[config.mk]
export PLATFORM = sky130hd
export DESIGN_NAME = dmem_ctrl
export DESIGN_NICKNAME = d
export VERILOG_FILES = /design/src/rtl/dmem_pkg.sv /design/src/rtl/dmem_lane_align.sv /design/src/rtl/dmem_ctrl.sv
export SDC_FILE = /design/constraint.sdc
export NUM_CORES = 1
export LEC_CHECK = 0
export ABC_AREA = 0
export CORE_ASPECT_RATIO = 1.25
export CORE_UTILIZATION = 35
export DETAILED_ROUTE_END_ITERATION = 8
export GPL_ROUTABILITY_DRIVEN = 0
export GPL_TIMING_DRIVEN = 0
export PLACE_DENSITY = 0.83
export SLEW_MARGIN = 20
export SYNTH_ARGS = -nofsm -noshare
export SYNTH_HDL_FRONTEND = slang
export SYNTH_SLANG_ARGS = --single-unit
export TNS_END_PERCENT = 20
[constraint.sdc]
create_clock -name clock -period 3.1 [get_ports clock]
set_input_delay 0.62 -clock clock [delete_from_list [all_inputs] [get_ports clock]]
set_output_delay 0.62 -clock clock [all_outputs]
set_load 0.005 [all_outputs]
[src/rtl/dmem_pkg.sv]
// rtl/dmem_pkg.sv - shared types, size decode and big-endian lane constants for dmem_ctrl
package dmem_pkg;

   typedef enum logic [1:0] {
      IDLE    = 2'd0,
      LD_WAIT = 2'd1,
      RMW     = 2'd2
   } dmem_state_e;

   typedef enum logic [1:0] {
      SZ_BYTE = 2'd0,
      SZ_HALF = 2'd1,
      SZ_WORD = 2'd2
   } dmem_size_e;

   // Big-endian: offset 0 is the most significant lane of the word.
   localparam logic [1:0] BYTE_OFF_FIRST = 2'd0;
   localparam logic [1:0] BYTE_OFF_LAST  = 2'd3;
   localparam logic [1:0] HALF_OFF_FIRST = 2'd0;
   localparam logic [1:0] HALF_OFF_LAST  = 2'd2;

   function automatic dmem_size_e decode_size(input logic is_byte, input logic is_half);
      if (is_byte) return SZ_BYTE;
      if (is_half) return SZ_HALF;
      return SZ_WORD;
   endfunction

   function automatic logic is_misaligned(input dmem_size_e size, input logic [1:0] offset);
      case (size)
         SZ_HALF: return offset[0];
         SZ_WORD: return |offset;
         default: return 1'b0;
      endcase
   endfunction

endpackage

[src/rtl/dmem_lane_align.sv]
// rtl/dmem_lane_align.sv - big-endian lane extract/extend for loads and lane merge for stores
module dmem_lane_align
   import dmem_pkg::*;
(
   input  dmem_size_e  size_i,
   input  logic [1:0]  offset_i,
   input  logic        sign_i,
   input  logic [31:0] rword_i,
   input  logic [31:0] wdata_i,
   output logic [31:0] load_o,
   output logic [31:0] merge_o
);

   logic [1:0]  byte_idx;
   logic [1:0]  half_idx;
   logic [4:0]  byte_lsb;
   logic [4:0]  half_lsb;
   logic [7:0]  lane_b;
   logic [15:0] lane_h;

   // Lane index counted from the least significant end of the word.
   assign byte_idx = BYTE_OFF_LAST - offset_i;
   assign half_idx = HALF_OFF_LAST - {offset_i[1], 1'b0};
   assign byte_lsb = {byte_idx, 3'b000};
   assign half_lsb = {half_idx, 3'b000};
   assign lane_b   = rword_i[byte_lsb +: 8];
   assign lane_h   = rword_i[half_lsb +: 16];

   always_comb begin
      load_o  = 32'h0;
      merge_o = rword_i;
      case (size_i)
         SZ_BYTE: begin
            load_o = {{24{sign_i & lane_b[7]}}, lane_b};
            merge_o[byte_lsb +: 8] = wdata_i[7:0];
         end
         SZ_HALF: begin
            load_o = {{16{sign_i & lane_h[15]}}, lane_h};
            merge_o[half_lsb +: 16] = wdata_i[15:0];
         end
         default: begin
            load_o  = rword_i;
            merge_o = wdata_i;
         end
      endcase
   end

endmodule

[src/rtl/dmem_ctrl.sv]
// rtl/dmem_ctrl.sv - DMEM controller: big-endian sub-word loads, RMW stores, stall; DMEM_LOAD_BYPASS_EN adds a one-entry load buffer
module dmem_ctrl
   import dmem_pkg::*;
#(
   parameter int ADDR_W = 10
) (
   input  logic              clock,
   input  logic              reset,
   input  logic [0:31]       addr_from_proc,
   input  logic              read_enable_from_proc,
   input  logic              write_enable_from_proc,
   input  logic              byte_from_proc,
   input  logic              half_word_from_proc,
   input  logic              sign_extend_from_proc,
   input  logic [31:0]       data_from_proc,
   output logic [31:0]       data_to_proc,
   output logic              mem_stall,
   output logic              misalign_err,
   output logic [ADDR_W-1:0] sram_addr,
   output logic              sram_re,
   output logic              sram_we,
   output logic [31:0]       sram_wdata,
   input  logic [31:0]       sram_rdata
);

   dmem_state_e       state_q, state_d;
   dmem_size_e        size;
   logic [1:0]        offset;
   logic [ADDR_W-1:0] word_addr;
   logic              load_req, store_req, misaligned;
   logic              mis_set;
   logic              misalign_q, misalign_d;
   logic              bypass_hit;
   logic [31:0]       align_src, load_data, merge_data;
   logic              unused_addr_hi;

   assign size           = decode_size(byte_from_proc, half_word_from_proc);
   assign offset         = {addr_from_proc[30], addr_from_proc[31]};
   assign word_addr      = addr_from_proc[30-ADDR_W:29];
   assign store_req      = write_enable_from_proc;
   assign load_req       = read_enable_from_proc & ~write_enable_from_proc;
   assign misaligned     = is_misaligned(size, offset);
   assign unused_addr_hi = ^addr_from_proc[0:29-ADDR_W];
   assign sram_addr      = reset ? '0 : word_addr;

`ifdef DMEM_LOAD_BYPASS_EN
   logic              buf_valid_q, buf_valid_d;
   logic [ADDR_W-1:0] buf_addr_q, buf_addr_d;
   logic [31:0]       buf_data_q, buf_data_d;

   assign bypass_hit = buf_valid_q && (buf_addr_q == word_addr);
   assign align_src  = (state_q == IDLE) ? buf_data_q : sram_rdata;

   // Keep the buffered word coherent with any store that writes it.
   always_comb begin
      buf_valid_d = buf_valid_q;
      buf_addr_d  = buf_addr_q;
      buf_data_d  = buf_data_q;
      if (state_q == LD_WAIT) begin
         buf_valid_d = 1'b1;
         buf_addr_d  = word_addr;
         buf_data_d  = sram_rdata;
      end else if (sram_we && bypass_hit) begin
         buf_data_d = sram_wdata;
      end
   end

   always_ff @(posedge clock) begin
      if (reset) begin
         buf_valid_q <= 1'b0;
         buf_addr_q  <= '0;
         buf_data_q  <= 32'h0;
      end else begin
         buf_valid_q <= buf_valid_d;
         buf_addr_q  <= buf_addr_d;
         buf_data_q  <= buf_data_d;
      end
   end
`else
   assign bypass_hit = 1'b0;
   assign align_src  = sram_rdata;
`endif

   dmem_lane_align u_align (
      .size_i   (size),
      .offset_i (offset),
      .sign_i   (sign_extend_from_proc),
      .rword_i  (align_src),
      .wdata_i  (data_from_proc),
      .load_o   (load_data),
      .merge_o  (merge_data)
   );

   always_comb begin
      state_d      = state_q;
      sram_re      = 1'b0;
      sram_we      = 1'b0;
      sram_wdata   = 32'h0;
      data_to_proc = 32'h0;
      mem_stall    = 1'b0;
      mis_set      = 1'b0;
      case (state_q)
         IDLE: begin
            if (store_req) begin
               if (misaligned) begin
                  mis_set = 1'b1;
               end else if (size == SZ_WORD) begin
                  sram_we    = 1'b1;
                  sram_wdata = data_from_proc;
               end else begin
                  sram_re   = 1'b1;
                  mem_stall = 1'b1;
                  state_d   = RMW;
               end
            end else if (load_req) begin
               if (misaligned) begin
                  mis_set = 1'b1;
               end else if (bypass_hit) begin
                  data_to_proc = load_data;
               end else begin
                  sram_re   = 1'b1;
                  mem_stall = 1'b1;
                  state_d   = LD_WAIT;
               end
            end
         end
         LD_WAIT: begin
            data_to_proc = load_data;
            state_d      = IDLE;
         end
         RMW: begin
            sram_we    = 1'b1;
            sram_wdata = merge_data;
            state_d    = IDLE;
         end
         default: state_d = IDLE;
      endcase
      // A reset cycle must never let a strobe reach the SRAM, even mid-RMW.
      if (reset) begin
         state_d      = IDLE;
         sram_re      = 1'b0;
         sram_we      = 1'b0;
         sram_wdata   = 32'h0;
         data_to_proc = 32'h0;
         mem_stall    = 1'b0;
         mis_set      = 1'b0;
      end
   end

   assign misalign_d   = misalign_q | mis_set;
   assign misalign_err = ~reset & misalign_d;

   always_ff @(posedge clock) begin
      if (reset) begin
         state_q    <= IDLE;
         misalign_q <= 1'b0;
      end else begin
         state_q    <= state_d;
         misalign_q <= misalign_d;
      end
   end

endmodule

==> run_results.csv <==
group,metric,value,unit
sta,fin_worst_skew,0.000997,ns
yosys,syn_nets,451,
yosys,avgSynthCellArea,6.91,um^2
sta,worst_slew_pin_slew,0.590,ns
yosys,yosys_register_bits,3,
layout,drive_gt1_share,28.7,%
sta,holdWs,0.465,ns
floorplan,rows,33,
floorplan,initial_utilization,36.2,%
cts,cts.sink_count,3,
global_routing,grt_pass1_vias,4030,
cts,cts_made_buffers,3,
yosys,synthCells,342,
global_routing,grt_usage,36.9,%
sta,setup_viol,8,
global_routing,grt_overflow,0,
sta,slew-limit-headroom,60.7,%
yosys,synth_cell_types,54,
layout,final_nets,640,
detailed_routing,firstDrtPassIters,5,
power,p_total,0.716,mW
yosys,synth-async-reset-ratio,0,%
cts,cts_max_level,1,
setup_path,critical_path_required,2.48,ns
layout,fillers,493,
power,powerDensity,155,nW/um^2
yosys,ys_seq_area_share,2.54,%
sta,drv_slew,0,
run,drv_cap,0,
global_routing,grt_pass1_wl,19.9,mm
floorplan,die_area,7090,um^2
setup_path,critPathArrivalTime,2.54,ns
setup_path,cp-end-kind,"output port",
floorplan,die_x,75.5,um
detailed_routing,vias,4134,
cts,clkLatencyLatePin,0.22,ns
outcome,violations,"setup timing",
layout,final_common_cell,"clkdlybuf4s50_1",
place,dpl-instance-area,4060,um^2
sta,period_share,102,%
sta,hold_violations,0,
detailed_routing,drt-wirelength-per-cell,22.3,um
setup_path,cp-start-kind,"input port",
sta,max_freq,316,MHz
global_routing,antenna_found_initial,0,
detailed_routing,vias_per_cell,6.70,
global_routing,grt_max_degree,11,
cts,clkTransAtPathRegs,0.03,ns
detailed_routing,ant_nets,0,
yosys,synth_edf_count,0,
cts,cts_root_buffer,"clkbuf_8",
detailed_routing,drt_iter0_drc,612,
detailed_routing,drc,0,
place,hpwlAfterDp,9.11,mm
detailed_routing,routed_wl,13.8,mm
cts,cts_tree,"built",
sta,rsz0062_at_grt,"yes",
sta,post-route-min-period,3.16,ns
layout,antenna_cells,0,
floorplan,dieHeight,93.9,um
cts,clockBufferDepth,2,
layout,syn_to_final_growth,95.2,%
layout,final_core_util,70.7,%
hold_path,hp-class,"flop to flop",
yosys,synth_flop_cell,"dfxtp_1",
setup_path,cp_max_fo,4,
layout,final_cell_mix,"clkdlybuf4s50_1 (112), nor2_1 (28), buf_4 (21)",
floorplan,io_pins,181,
outcome,run_status,"complete, but fails checks",
place,portBuffers,159,
layout,fin_area,4610,um^2
sta,setup_ws,-0.0621,ns
yosys,yosys_warnings,0,
floorplan,core-area,6520,um^2
setup_path,crit_type,"input port to output port",
place,dpl_worst_slack,-1.48,ns
yosys,syn-cell-area,2360,um^2
power,p_leak,2.00,nW
power,irDropWorstVdd,0.241,mV
==> state kept, by name, summed over array words and instances, names as in the netlist <==
signal and count:
state_q 2, misalign_q 1
==> area by class of cell <==
cell class                 instances  area [um^2]  share of cell area [%]
buffer                            29          215                    4.67
clock buffer                       4         45.0                   0.976
inverter                          22         92.6                    2.01
multi-input combinational        285         2330                    50.4
sequential                         3         60.1                    1.30
tap                               87          109                    2.36
timing repair buffer             187         1760                    38.2
==> routing by layer <==
metal  global-route usage (%)  wire length (um)
met5                        0                 0
met4                     25.8              1150
met2                     60.7              6400
met3                     7.08              1690
met1                     41.7              4540
==> cell families (layout without fill, tap and decap cells) <==
kind of cell	count (synthesis)	count (layout)	share of synthesized area, %
AOI/OAI and AO/OA	163	163	51.9
and+or+nand+nor	92	92	20.7
buffers and inverters	54	242	10.6
muxes	24	24	11.1
adders and majority gates	6	6	3.18
DFF	3	3	2.54
==> cell usage after synthesis, types with 9 or more instances <==
cell type  count  area, um^2
o21ai_0       31         155
inv_1         21        78.8
buf_2         11        55.1
nor2_1        33         124
mux2i_1       16         160
nor2b_1       12        75.1
a221oi_1      12         105
o221a_2       16         180
clkbuf_1      12        45.0
a21o_1        16         120
a21oi_1       19        95.1
nand2_1       14        52.6
nand3_1        9        45.0
==> stage by stage <==
stage / setup TNS [ns] / std cells
3_3_place_gp: -52.63 / 588
5_1_grt: -1.37 / 617
4_1_cts: -0.595 / 611
6_report: -0.163 / 617
3_5_place_dp: -56.51 / 588
2_1_floorplan: 0 / 342
==> power breakdown <==
group	switching [mW]	internal (mW)
Clock	0.0263	0.0877
Combinational	0.280	0.277
Sequential	0.00427	0.0411
Total	0.311	0.406
==> critical path, stage by stage <==
cell and delay [ns]:
buf_8 0.08, buf_6 0.10, buf_8 0.09, clkinvlp_4 0.12, ha_4 0.32, nor4bb_4 0.30, buf_6 0.20, a221oi_2 0.08
nor4_1 0.34, a31o_1 0.18, clkbuf_2 0.12
==> worst paths after layout <==
check                                        start              to  slack (ns)  depth (start not counted)
worst max-delay path            addr_from_proc[30]  sram_wdata[10]       -0.06                         11
worst min register to register          misalign_q      misalign_q        0.47                          2
worst min-delay path                    misalign_q      misalign_q        0.47                          2
worst max register to register          state_q[0]      misalign_q        1.66                          5
==> what timing repair did <==
item                                    4_1_cts  5_1_grt
endpoints found under the setup margin       68       60
pin swaps                                    21       30
buffers inserted                             21        9
hold buffers                                  0        0
cloned                                        0        0
resized for setup                           152       70
Power figures use the tool's default switching activity.
